**src/rtl/ks_sum_stage.sv**
```systemverilog
// Final sum stage of the 16-bit Kogge-Stone adder with registered valid/ready output and 2-entry skid buffer.
// Optional overflow/zero flags are enabled by defining KS_SUM_FLAGS_EN.
module ks_sum_stage #(
    parameter int WIDTH = 16
) (
    input  logic             clk,
    input  logic             rst_n,
    input  logic             in_valid,
    output logic             in_ready,
    input  logic [WIDTH-1:0] in_Pk,
    input  logic [WIDTH-1:0] in_Gk,
    input  logic             in_cin,
    output logic             out_valid,
    input  logic             out_ready,
    output logic [WIDTH-1:0] out_sum,
    output logic             out_cout,
    output logic             out_ovf,
    output logic             out_zero
);

`ifdef KS_SUM_FLAGS_EN
    localparam int EW = WIDTH + 3;
`else
    localparam int EW = WIDTH + 1;
`endif

    typedef enum logic [1:0] {
        EMPTY = 2'b00,
        ONE   = 2'b01,
        TWO   = 2'b10
    } state_t;

    state_t           state_q;
    state_t           state_d;
    logic [EW-1:0]    main_q;
    logic [EW-1:0]    skid_q;
    logic [EW-1:0]    entry_c;
    logic [WIDTH-1:0] sum_c;
    logic             in_fire;
    logic             load_main;
    logic             load_skid;
    logic             skid_to_main;

    // Carry into bit i is the group generate of bit i-1; bit 0 takes the adder carry-in.
    always_comb begin
        sum_c = in_Pk ^ {in_Gk[WIDTH-2:0], in_cin};
`ifdef KS_SUM_FLAGS_EN
        entry_c = {sum_c, in_Gk[WIDTH-1], in_Gk[WIDTH-1] ^ in_Gk[WIDTH-2], ~|sum_c};
`else
        entry_c = {sum_c, in_Gk[WIDTH-1]};
`endif
    end

    // Handshake decoded from the state register only, so out_ready never reaches in_ready.
    assign in_ready  = (state_q == EMPTY) || (state_q == ONE);
    assign out_valid = (state_q == ONE) || (state_q == TWO);
    assign in_fire   = in_valid & in_ready;

    always_comb begin
        state_d      = state_q;
        load_main    = 1'b0;
        load_skid    = 1'b0;
        skid_to_main = 1'b0;
        case (state_q)
            EMPTY: begin
                if (in_fire) begin
                    load_main = 1'b1;
                    state_d   = ONE;
                end
            end
            ONE: begin
                if (in_fire && out_ready) begin
                    load_main = 1'b1;
                end else if (in_fire) begin
                    load_skid = 1'b1;
                    state_d   = TWO;
                end else if (out_ready) begin
                    state_d = EMPTY;
                end
            end
            TWO: begin
                if (out_ready) begin
                    skid_to_main = 1'b1;
                    state_d      = ONE;
                end
            end
            default: state_d = EMPTY;
        endcase
    end

    always_ff @(posedge clk or negedge rst_n) begin
        if (!rst_n) begin
            state_q <= EMPTY;
        end else begin
            state_q <= state_d;
        end
    end

    // Main register feeds the outputs; it only changes when its word is consumed or it was empty.
    always_ff @(posedge clk or negedge rst_n) begin
        if (!rst_n) begin
            main_q <= '0;
        end else if (load_main) begin
            main_q <= entry_c;
        end else if (skid_to_main) begin
            main_q <= skid_q;
        end
    end

    always_ff @(posedge clk or negedge rst_n) begin
        if (!rst_n) begin
            skid_q <= '0;
        end else if (load_skid) begin
            skid_q <= entry_c;
        end
    end

    assign out_sum = main_q[EW-1 -: WIDTH];
`ifdef KS_SUM_FLAGS_EN
    assign out_cout = main_q[2];
    assign out_ovf  = main_q[1];
    assign out_zero = main_q[0];
`else
    assign out_cout = main_q[0];
    assign out_ovf  = 1'b0;
    assign out_zero = 1'b0;
`endif

endmodule

```
**config.mk**
```make
export PLATFORM = sky130hd
export DESIGN_NAME = ks_sum_stage
export DESIGN_NICKNAME = d
export VERILOG_FILES = /design/src/rtl/ks_sum_stage.sv
export SDC_FILE = /design/constraint.sdc
export NUM_CORES = 1
export LEC_CHECK = 0
export CAP_MARGIN = 5
export CELL_PAD_IN_SITES_DETAIL_PLACEMENT = 0
export CELL_PAD_IN_SITES_GLOBAL_PLACEMENT = 2
export CORE_MARGIN = 2
export CORE_UTILIZATION = 29
export CTS_CLUSTER_SIZE = 24
export DETAILED_ROUTE_END_ITERATION = 10
export MAX_ROUTING_LAYER = met4
export PLACE_DENSITY_LB_ADDON = 0.08
export SYNTH_ARGS = -nofsm -noshare
export SYNTH_HDL_FRONTEND = slang
export SYNTH_SLANG_ARGS = --single-unit
```
**constraint.sdc**
```tcl
create_clock -name clk -period 2 [get_ports clk]
set_clock_uncertainty 0.1 [all_clocks]
set_input_delay 0.3 -clock clk [delete_from_list [all_inputs] [get_ports clk]]
set_output_delay 0.3 -clock clk [all_outputs]
set_load 0.02 [all_outputs]
```
==> results of run 1 <==
-- metrics by stage --
stage	setup WS [ns]	std cells	total power, uW
floorplan	0.370	150	2240
global placement	0.123	279	2890
detailed placement	0.0953	279	2950
CTS	0.0182	287	3490
global route	0.0969	287	3690
finish	0.150	287	3420
-- worst max-delay path, cell delays in order, from the launching register on --
cell and delay (ns):
sky130_fd_sc_hd__dfrtp_1 0.38, sky130_fd_sc_hd__inv_1 0.09, sky130_fd_sc_hd__ha_1 0.24, sky130_fd_sc_hd__or2_2 0.30
sky130_fd_sc_hd__clkbuf_2 0.16
-- cells in the final DEF, fill, tap and decap left out --
cell type / count
sky130_fd_sc_hd__clkdlybuf4s50_1: 52
sky130_fd_sc_hd__dfrtp_1: 36
sky130_fd_sc_hd__mux2i_1: 33
sky130_fd_sc_hd__xnor2_1: 17
sky130_fd_sc_hd__nand2_1: 16
sky130_fd_sc_hd__o21ai_0: 16
sky130_fd_sc_hd__clkbuf_8: 6
sky130_fd_sc_hd__buf_4: 5
sky130_fd_sc_hd__inv_1: 4
sky130_fd_sc_hd__ha_1: 4
sky130_fd_sc_hd__o21bai_1: 2
sky130_fd_sc_hd__nand2_4: 2
sky130_fd_sc_hd__mux2_4: 2
sky130_fd_sc_hd__conb_1: 2
sky130_fd_sc_hd__or2_2: 1
sky130_fd_sc_hd__nand3b_1: 1
sky130_fd_sc_hd__mux2_2: 1
sky130_fd_sc_hd__nor2b_1: 1
sky130_fd_sc_hd__a221oi_2: 1
sky130_fd_sc_hd__a21o_1: 1
sky130_fd_sc_hd__a21oi_1: 1
sky130_fd_sc_hd__a22oi_1: 1
sky130_fd_sc_hd__o22ai_1: 1
sky130_fd_sc_hd__inv_6: 1
sky130_fd_sc_hd__clkinv_2: 1
sky130_fd_sc_hd__buf_2: 1
sky130_fd_sc_hd__clkbuf_2: 1
sky130_fd_sc_hd__dlygate4sd2_1: 1
sky130_fd_sc_hd__buf_12: 1
-- power groups by stage --
stage | registers (uW) | clock network [uW] | logic, uW
global placement | 1280 | 0 | 1620
CTS | 1280 | 571 | 1640
floorplan | 1480 | 0 | 760
detailed placement | 1290 | 0 | 1660
global route | 1320 | 596 | 1770
finish | 1270 | 541 | 1610
-- timing repair --
| action | CTS | global route |
|---|---|---|
| resized for setup | 3 | 1 |
| pin swaps | 0 | 0 |
| endpoints found under the setup margin | 2 | 1 |
| hold buffers | 0 | 0 |
-- synthesized netlist by cell type --
cell type | n | area, um2
sky130_fd_sc_hd__o22ai_1 | 1 | 6.26
sky130_fd_sc_hd__buf_6 | 1 | 11.3
sky130_fd_sc_hd__o21bai_1 | 2 | 15.0
sky130_fd_sc_hd__nand2_4 | 2 | 22.5
sky130_fd_sc_hd__clkbuf_1 | 1 | 3.75
sky130_fd_sc_hd__buf_2 | 3 | 15.0
sky130_fd_sc_hd__a21o_1 | 1 | 7.51
sky130_fd_sc_hd__buf_4 | 2 | 15.0
sky130_fd_sc_hd__a221oi_2 | 1 | 15.0
sky130_fd_sc_hd__a22oi_1 | 1 | 7.51
sky130_fd_sc_hd__nand2_1 | 16 | 60.1
sky130_fd_sc_hd__mux2_4 | 2 | 30.0
sky130_fd_sc_hd__inv_1 | 4 | 15.0
sky130_fd_sc_hd__mux2i_1 | 33 | 330
sky130_fd_sc_hd__xnor2_1 | 17 | 149
sky130_fd_sc_hd__or2_2 | 1 | 6.26
sky130_fd_sc_hd__mux2_2 | 1 | 11.3
sky130_fd_sc_hd__conb_1 | 1 | 3.75
sky130_fd_sc_hd__nand3b_1 | 1 | 7.51
sky130_fd_sc_hd__a21oi_1 | 1 | 5.00
sky130_fd_sc_hd__ha_1 | 4 | 50.1
sky130_fd_sc_hd__nor2b_1 | 1 | 6.26
sky130_fd_sc_hd__dfrtp_1 | 36 | 901
sky130_fd_sc_hd__o21ai_0 | 16 | 80.1
-- final timing paths --
path | end | slack [ns] | from | cells past startpoint
max | in_ready | 0.15 | state_q[0] | 4
min | skid_q[0] | 0.006 | rst_n | 1
max reg2reg | main_q[0] | 0.32 | state_q[0] | 5
min reg2reg | skid_q[16] | 0.38 | skid_q[16] | 2
max in group asynchronous | main_q[7] | 1.28 | rst_n | 1
min in group clk | skid_q[16] | 0.38 | skid_q[16] | 2
-- area by class of cell --
| cell class | count | area [um2] |
|---|---|---|
| repair buffers | 61 | 597 |
| clock buffers | 6 | 82.6 |
| multi-input cells | 103 | 817 |
| fillers | 571 | 3400 |
| flip-flops and latches | 36 | 901 |
| inverters | 4 | 15.0 |
| clock inverters | 2 | 13.8 |
| well taps | 75 | 93.8 |
-- registers in the layout, summed over array words and instances (netlist names) --
signal	cells
main_q	17
skid_q	17
state_q	2
-- cells by family after synthesis --
family / share of synthesized area [%]
multiplexers: 20.9
buffers and inverters: 3.38
adder cells (fa/ha/maj): 2.82
other: 0.211
flip-flops: 50.8
AND/OR/NAND/NOR: 5.78
AO/OA/AOI/OAI: 7.69
XOR/XNOR: 8.39
-- layer usage --
metal  wire [um]  GRT usage, %  part of all wire [%]  vias to the layer above
met2        1810          20.8                    50                       36
met5           0             -                     0                        -
met3         223          4.02                   6.1                        8
li1            -             -                     -                      629
met4          46          4.00                   1.3                        0
met1        1570          13.3                    43                      595
==> results.ini, run 1 <==
[outcome]
outcome=completed

[clock_network]
ctsHtreeMaxLevel=2
tritoncts_sink_count=36
cts_inserted_buffers=5
worst_setup_hold_path_clk_slew_ns=0.08
cts_post_setup_buffers_inserted=0
max-clock-path-buffers=2
tritoncts=done
clock_latency_ns=0.29
clockRootBuffer=sky130_fd_sc_hd__clkbuf_8

[power]
power.density_cell_area_mw_per_mm2=1360
swShare_pct=36.0
switching_power_of_the_nets_uw=1230
power.share.combinational_pct=47.0
power.sequential.fraction_pct=37.2
power_leakage_uw=0.00125
irDropWorstVdd_v=0.000442
power_report.internal_total_uw=2190
power_frac_clock_pct=15.8

[layout]
flow.area_growth_from_synthesis_pct=42.0
layout_cell_share_with_drive_strength_beyond_1_pct=10.8
final_net_count=252
fin_util_pct=42.6
final_area_mm2=0.00252
diodes=0

[global_route]
grt_max_degree=37
grt_pass1_wl_um=5890
via_count_of_the_first_global_routing_pass=1291
grt_antenna_before_repair=0
grtUsageTotal_pct=12.2
globalRoute.totalOverflow=0

[sta]
slew_violations=0
timing.final.crit_share_pct=92.5
slew_at_the_pin_closest_to_its_max_slew_limit_ns=0.818
setup_total_negative_slack_ns=0
hold_violations=0
report.final.setup_viol=0
fin_hold_ws_ns=0.00555
min_period_ns=1.85
grt_setup_unrepaired=false
maxSlewHeadroom_pct=45.4
maxClockFrequency_ghz=0.541

[die]
fp.coreArea_mm2=0.00592
floorplan.die.height_um=82.2
floorplan.rows=28
initial_utilization_pct=30.0
design.portCount=58
dieArea_mm2=0.00676
fp.dieW_um=82.2

[synth]
synthesis_warning_total=0
post_synth_num_cell_types=24
syn-cell-area_mm2=0.00177
ys_seq_area_share_pct=50.8
synthesis.area_per_instance_um2=11.9
yosys_register_bits=36
netlist_instances=149

[drt]
drt_pass1_iterations=3
route.final.wire_length_um=3650
postRouteAntennaNets=0
routed_wire_length_per_instance_um=12.7
drc_errors=0
vias_per_cell=4.42
total_number_of_vias=1268
detail_route.iter0.violations=54

[placement]
detailedPlacementHpwl_um=2700
port-buffer-count=55
placedInstanceArea_mm2=0.00243
gp_congestion=0.615

[critical_path]
critical_path.endpoint_type=primary output
worst_path_required_ns=1.60
critical_path.startpoint_type=flip-flop
critical_path.max_fanout=4
crit_type=reg -> out
worst-endpoint-arrival_ns=1.45

[flow_run]
max_cap_viol_count=0

[min_path]
min_path_type=in -> async

(Power assumes the default switching activity.)
==> run 2, diff against run 1 <==
SLEW_MARGIN = 20   (was not set)
==> results of run 2 <==
No change in the layout: final DEF, timing and power equal those of run 1.
